[src/rtl/mux_pkg.sv]
// mux_pkg: shared widths and FSM state encoding for the mux serializer
package mux_pkg;
   localparam int N_CH  = 16;
   localparam int SEL_W = 4;
   typedef enum logic {IDLE = 1'b0, SHIFT = 1'b1} state_t;
endpackage

[src/rtl/mux_serializer_if.sv]
// mux_serializer_if: parallel-in / serial-out handshake bundle
interface mux_serializer_if;
   import mux_pkg::*;
   logic             in_valid;
   logic [N_CH-1:0]  in_data;
   logic             in_ready;
   logic             out_valid;
   logic             out_ready;
   logic             out_bit;
   logic             out_last;
   logic [SEL_W-1:0] sel;
   logic             flush;
   modport master (output in_valid, in_data, out_ready, flush,
                   input in_ready, out_valid, out_bit, out_last, sel);
   modport slave  (input in_valid, in_data, out_ready, flush,
                   output in_ready, out_valid, out_bit, out_last, sel);
endinterface

[src/rtl/mux16x1.sv]
// mux16x1: 16-to-1 bit multiplexer
module mux16x1
   import mux_pkg::*;
(
   input  logic [N_CH-1:0]  i,
   input  logic [SEL_W-1:0] s,
   output logic             y
);
   assign y = i[s];
endmodule

[src/rtl/mux_serializer.sv]
// mux_serializer: holds a 16-bit word and streams it one channel per beat through a mux
module mux_serializer
   import mux_pkg::*;
#(
   parameter bit LSB_FIRST = 1'b1
) (
   input logic          clk,
   input logic          rst_n,
   mux_serializer_if.slave bus
);
   localparam logic [SEL_W-1:0] FIRST = LSB_FIRST ? '0 : SEL_W'(N_CH - 1);
   localparam logic [SEL_W-1:0] LAST  = LSB_FIRST ? SEL_W'(N_CH - 1) : '0;
   state_t           state;
   logic [N_CH-1:0]  hold;
   logic [SEL_W-1:0] sel;
   logic             shift, accept, beat;
   assign shift         = state == SHIFT;
   assign bus.out_valid = shift;
   assign bus.out_last  = shift && sel == LAST;
   assign bus.in_ready  = !bus.flush && (!shift || (bus.out_last && bus.out_ready));
   assign bus.sel       = sel;
   assign accept        = bus.in_valid && bus.in_ready;
   assign beat          = shift && bus.out_ready;
   mux16x1 u_mux (.i(hold), .s(sel), .y(bus.out_bit));
   // FSM: flush aborts, accepted words (incl. last-beat reload) load hold/sel, beats step sel
   always_ff @(posedge clk or negedge rst_n) begin
      if (!rst_n) begin
         state <= IDLE;
         hold  <= '0;
         sel   <= '0;
      end else if (bus.flush) begin
         state <= IDLE;
      end else if (accept) begin
         state <= SHIFT;
         hold  <= bus.in_data;
         sel   <= FIRST;
      end else if (beat) begin
         sel   <= LSB_FIRST ? sel + 1'b1 : sel - 1'b1;
         state <= bus.out_last ? IDLE : SHIFT;
      end
   end
endmodule

[src/flat_wrapper.sv]
// flat-port wrapper written by rule: the top's interface ports become plain ports
module mux_serializer_flat import mux_pkg::*;
#(
   parameter bit LSB_FIRST = 1'b1
)
  (clk, rst_n, bus_in_valid, bus_in_data, bus_out_ready, bus_flush, bus_in_ready, bus_out_valid, bus_out_bit, bus_out_last, bus_sel);
  mux_serializer_if bus_i ();
  input logic clk;
  input logic rst_n;
  input wire logic [$bits(bus_i.in_valid)-1:0] bus_in_valid;
  input wire logic [$bits(bus_i.in_data)-1:0] bus_in_data;
  input wire logic [$bits(bus_i.out_ready)-1:0] bus_out_ready;
  input wire logic [$bits(bus_i.flush)-1:0] bus_flush;
  output wire logic [$bits(bus_i.in_ready)-1:0] bus_in_ready;
  output wire logic [$bits(bus_i.out_valid)-1:0] bus_out_valid;
  output wire logic [$bits(bus_i.out_bit)-1:0] bus_out_bit;
  output wire logic [$bits(bus_i.out_last)-1:0] bus_out_last;
  output wire logic [$bits(bus_i.sel)-1:0] bus_sel;
  assign bus_i.in_valid = bus_in_valid;
  assign bus_i.in_data = bus_in_data;
  assign bus_i.out_ready = bus_out_ready;
  assign bus_i.flush = bus_flush;
  assign bus_in_ready = bus_i.in_ready;
  assign bus_out_valid = bus_i.out_valid;
  assign bus_out_bit = bus_i.out_bit;
  assign bus_out_last = bus_i.out_last;
  assign bus_sel = bus_i.sel;
  mux_serializer #(.LSB_FIRST(LSB_FIRST)) u_core (.clk(clk), .rst_n(rst_n), .bus(bus_i));
endmodule
[config.mk]
export PLATFORM = sky130hd
export DESIGN_NAME = mux_serializer_flat
export DESIGN_NICKNAME = d
export VERILOG_FILES = /design/src/rtl/mux_pkg.sv /design/src/rtl/mux_serializer_if.sv /design/src/rtl/mux16x1.sv /design/src/rtl/mux_serializer.sv /design/src/flat_wrapper.sv
export SDC_FILE = /design/constraint.sdc
export NUM_CORES = 1
export LEC_CHECK = 0
export ABC_AREA = 1
export BUFFER_PORTS_ARGS = -buffer_cell sky130_fd_sc_hd__buf_2
export CORE_UTILIZATION = 56
export CTS_CLUSTER_DIAMETER = 30
export DETAILED_ROUTE_END_ITERATION = 7
export HOLD_SLACK_MARGIN = 0.05
export PLACE_DENSITY = 0.79
export SLEW_MARGIN = 40
export SYNTH_ARGS = -nofsm -noshare
export SYNTH_HDL_FRONTEND = slang
export SYNTH_SLANG_ARGS = --single-unit
[constraint.sdc]
create_clock -name clk -period 2.5 [get_ports clk]
set_input_delay 0.25 -clock clk [delete_from_list [all_inputs] [get_ports clk]]
set_output_delay 0.25 -clock clk [all_outputs]
set_load 0.01 [all_outputs]
======== After elaboration in Yosys (flattened, before gate mapping) ========
Cells that the tools add are included.
Widths: inputs -> output; s select.
storage, ports and cells
  input bits .............................. 21
  flip-flop bits (word level) ............. 21
  output and inout bits ................... 8
  word-level logic and storage cells ...... 27
cells by class
  bitwise gates (word level) .............. 1
  multiplexer cells ....................... 8
  $add $sub $neg .......................... 1
  reduce and logical (&&, ||, !) cells .... 12
  eq/ne operators ......................... 1
  order comparisons ....................... 1
operator list
  operator             count
  $mux 4               2
  $logic_and 1x1->1    5
  $lt 4x5->1 const B   1
  $mux 1               5
  $add 4x1->4 const B  1
  $bmux 1 s4           1
  $eq 4x4->1 const B   1
  $reduce_and 2->1     2
  $reduce_bool 3->1    1
  $logic_not 1->1      2
  $reduce_bool 2->1    1
  $logic_or 1x1->1     1
  $not 1->1            1

======== Depth between registers and ports, before layout ========
  depth in word-level cells ............... 8
  mapped depth ............................ 8
  depth with buffers taken out ............ 8

======== Modules after synthesis ========
From an unflattened synthesis, not the netlist that was laid out.
second synthesis, totals
  cells, all modules ...................... 158
  area total of the unflattened synthesis .. 1203.7 µm²
modules (own cells, without submodules)
  module          cells an instance  instances  area an instance (µm²)  seq. area each (µm²)
  mux_serializer  108                1          973.4                   525.5
  mux16x1         50                 1          230.2                   0.0

======== Worst setup path after synthesis ========
Ideal clock, no wire load.
  path type ............................... reg2reg
  from .................................... register u_core.sel[1] (netlist: u_core.bus.sel[1])
  to ...................................... register u_core.sel[1] (netlist: u_core.bus.sel[1])
  arrival ................................. 1.413 ns
  stages on the path, launching flop included .. 8
  path buffers ............................ 1
  library setup time ...................... 0.118 ns
  period minus slack after synthesis ...... 1.530 ns
  setup slack ............................. 0.970 ns
  data required time ...................... 2.382 ns
  cell sequence ........................... dfrtp_1 ha_1 nand3_2 o21bai_4 nand3_4 buf_6 nand4_1 nand2_1
on the way
  cells in the longest elaborated chain, start to end .. 8
  elaborated cells between the ends (all ways) .. 11
  those cells by class .................... add/sub: 1; eq/ne: 1; mux: 2; reduce/logical: 7
RTL lines
  element                             RTL line              RTL
  from (decl)                         mux_serializer.sv:15  logic [SEL_W-1:0] sel;
  from (signal assigned)              mux_serializer.sv:38  sel <= LSB_FIRST ? sel + 1'b1 : sel - 1'b1;
  $eq 4x4->1                          mux_serializer.sv:19  assign bus.out_last = shift && sel == LAST;
  $logic_and 1x1->1                   mux_serializer.sv:19
  $logic_and 1x1->1                   mux_serializer.sv:20  assign bus.in_ready = !bus.flush && (!shift || (bus.out_last && bus.out_ready));
  $logic_or 1x1->1                    mux_serializer.sv:20
  $logic_and 1x1->1                   mux_serializer.sv:20
  $logic_and 1x1->1                   mux_serializer.sv:22  assign accept = bus.in_valid && bus.in_ready;
  $reduce_bool 2->1 (no source line)  -
  $reduce_and 2->1 (no source line)   -
Several ways; a longest one is shown, not always the timed one. The select of a mux whose other input is x is not followed.
A chain may end at the register's enable or synchronous reset.

======== Final worst setup path ========
  from .................................... register u_core.sel[0] (netlist: u_core.bus.sel[0])
  to ...................................... output bus_out_bit
on the way
  cells in the longest elaborated chain, start to end .. 2
RTL lines
  element                       RTL line            RTL
  $bmux 1 s4                    mux16x1.sv:9        assign y = i[s];
  $mux 1 (not written as such)  mux16x1.sv:9
  to (decl)                     flat_wrapper.sv:16  output wire logic [$bits(bus_i.out_bit)-1:0] bus_out_bit;
No other way between the ends. The select of a mux whose other input is x is not followed.

==> flow_summary.toml <==
[route]
num_vias = 979
drtAntennaViolNets = 0
drt_iter0_drc = 28
first_pass_iters = 4
wl_per_cell_um = 11.68
drt_wl_total_mm = 2.254
avgViaCountPerCell = 5.073
drc = 0

[logic_synthesis]
synthArstFlopShare_pct = 100.0
yosysTopAreaCell = "dfrtp_1"
yosysSeqAreaShare_pct = 45.16
syn_area_um2 = 1164
synth_common_cells = "35 x nand2_1, 26 x inv_1, 21 x dfrtp_1"
syn_inst = 137
yosys_most_used_dff = "dfrtp_1"
syn_avg_cell_area_um2 = 8.494
synth_enable_flop_cells = 0
syn_nets = 159
synth.ff_latch_count = 21
synth_warnings = 0
synth_top_area_share_pct = 45.16
ys_types = 20
yosysMostFrequentCell = "nand2_1"
synth_area_leaders = "dfrtp_1 45%, nand2_1 11%, o21ai_2 11%, inv_1 8.4%, buf_6 3.9%"

[sta]
tns_ps = 0
final-max-slew-violation-count = 0
fmax_mhz = 479.4
skew_ps = 6.464
finalWorstPathRequiredPeriod_ps = 2086
worstMarginPinSlew_ps = 458.1
finalSetupViolCount = 0
rsz0062_at_grt = "false"
min_period_over_period_pct = 83.43
hold_viol_final = 0
slew_headroom_pct = 69.46

[worst_setup_path]
cp.required_ps = 2250
cp_cell_sequence = "inv_1 > o21ai_0 > o22ai_1 > o21ai_0 > nand2_1 > buf_2"
critPathMaxStageDelay_ps = 590
r2r_cells = 7
critPathMostFrequentCell = "o21ai_0"
rr_endpoint = "u_core.hold[14]"
end_kind = "output pin"
crit_type = "reg2out"
reg2reg_from = "u_core.bus.sel[0]"
path_max_fanout = 14
startpoint_type = "flop"
worstPathArrival_ps = 1840
r2r_slack_ps = 550
crit_slowest_cell = "dfrtp_1"

[power_and_ir_drop]
p_leak_nw = 0.7471
ir_worst_vdd_mv = 0.3818
p_per_area_nw_per_um2 = 613.1

[hold_path]
hold_start = "bus_flush"
whs_endpoint = "u_core.bus.out_valid"
hp-class = "in2reg"
whs_path_depth = 2

[cts]
clock_path_buffers = 2
cts_buffers = 3
clkTransAtPathRegs_ps = 120
root_buffer = "clkbuf_4"
clock_sinks = 21
cts_tree = "built"
clock_latency_ps = 300
cts-resized-gates = 0
htreeDepth = 1

[finish]
nets = 189
drive_gt1_share_pct = 30.72
syn2layout_area_growth_pct = 14.41
finalNonFillerCells = 193
n_antenna_cell = 0

[die]
num_io_pins = 29
core_um2 = 1962
die_area_um2 = 2264
start_util_pct = 59.31
num_rows = 16
die_height_um = 47.59
die_w_um = 47.59

[grt]
antenna_found_initial = 0
grt.overflow.total = 0
grt_pass1_vias = 856
grt_max_degree = 22
grt_usage_pct = 23.01
grt_pass1_wl_mm = 3.608

[placed_design]
port_buffers = 28
gp_congestion = 0.7684
placed_cells = 188
hpwl_mm = 1.641

[status]
status = "finished clean"

[run]
drv_cap = 0
## layout by cell type (no fill, tap or decap)
cell and count:
o21bai_4 1, o21ai_2 15, buf_2 28, a21oi_2 1, a21oi_1 5, nand4_1 5, nand3_1 4, dfrtp_1 21
buf_4 1, nand3_2 1, xor2_1 2, nor2_1 6, clkbuf_1 1, o21ai_0 5, o22ai_1 1, nand3_4 1
ha_1 1, nor3_1 1, o211ai_1 1, clkbuf_4 3, inv_1 26, dlygate4sd3_1 1, nand2_1 35
## per-layer routing
layer	share of wire [%]	track usage (%)	vias up
li1	-	-	497
met1	42	27.92	445
met2	53	40.27	35
met3	3.9	2.642	2
met4	0.27	11.67	0
met5	0	0	-
## cells by family after synthesis
group / share of synthesized area (%)
DFF: 45.16
buffers and inverters: 12.69
adders and majority gates: 1.075
and+or+nand+nor: 20.43
xor gates and xnor gates: 1.506
AOI/OAI and AO/OA: 19.14
## flip-flops by register name, indices dropped and copies added, names as in the netlist
register	flops
u_core.hold	16
u_core.bus.sel	4
u_core.bus.out_valid	1
## worst max-delay path: cells and delay by family, from the launching register on
kind	cells	cell delay [ps]
flops	1	590
buf+inv	2	370
compound gates	3	500
simple gates	1	80
## power by group
| group | internal, mW | total, mW | switching [mW] |
|---|---|---|---|
| clock network | 0.0621 | 0.162 | 0.100 |
| registers | 0.391 | 0.445 | 0.0537 |
| logic | 0.0892 | 0.209 | 0.120 |
| total | 0.543 | 0.816 | 0.273 |
## cell type report
class | count | area (um^2)
fill | 179 | 630.6
sequential | 21 | 525.5
multi-input combinational | 85 | 490.5
timing repair buffer | 30 | 157.7
inverter | 26 | 97.59
tap | 27 | 33.78
clock buffer | 4 | 26.28
## worst max-delay path by stage
stage	startpoint	end	slack [ps]	depth (start not counted)
after floorplan	u_core.bus.sel[1]	u_core.bus.sel[1]	970	7
after global placement	u_core.bus.sel[0]	u_core.hold[10]	660	7
after detailed placement	u_core.bus.sel[0]	u_core.hold[14]	570	7
after CTS	u_core.bus.sel[0]	bus_out_bit	420	6
after global routing	u_core.bus.sel[0]	bus_out_bit	230	6
final	u_core.bus.sel[0]	bus_out_bit	410	6
## through the flow
step           utilization [%]  instance area (um^2)  worst slack (ps)  hold slack, ps  total power [mW]
2_1_floorplan                -                  1164             969.5          -45.59            0.5908
3_3_place_gp             66.01                  1295             661.8           223.6            0.6477
3_5_place_dp             66.01                  1295             570.6           229.8            0.6573
4_1_cts                  67.86                  1331             416.3           94.71            0.8228
5_1_grt                  67.86                  1331             228.9           83.39            0.8700
6_report                 67.86                  1331             414.2           98.45            0.8162
## what timing repair did
item / 4_1_cts / 5_1_grt
endpoints found under the hold margin: 21 / 0
hold buffers: 1 / 0
buffers inserted: 0 / 0
Note: power is estimated with default switching activity, not from simulation.
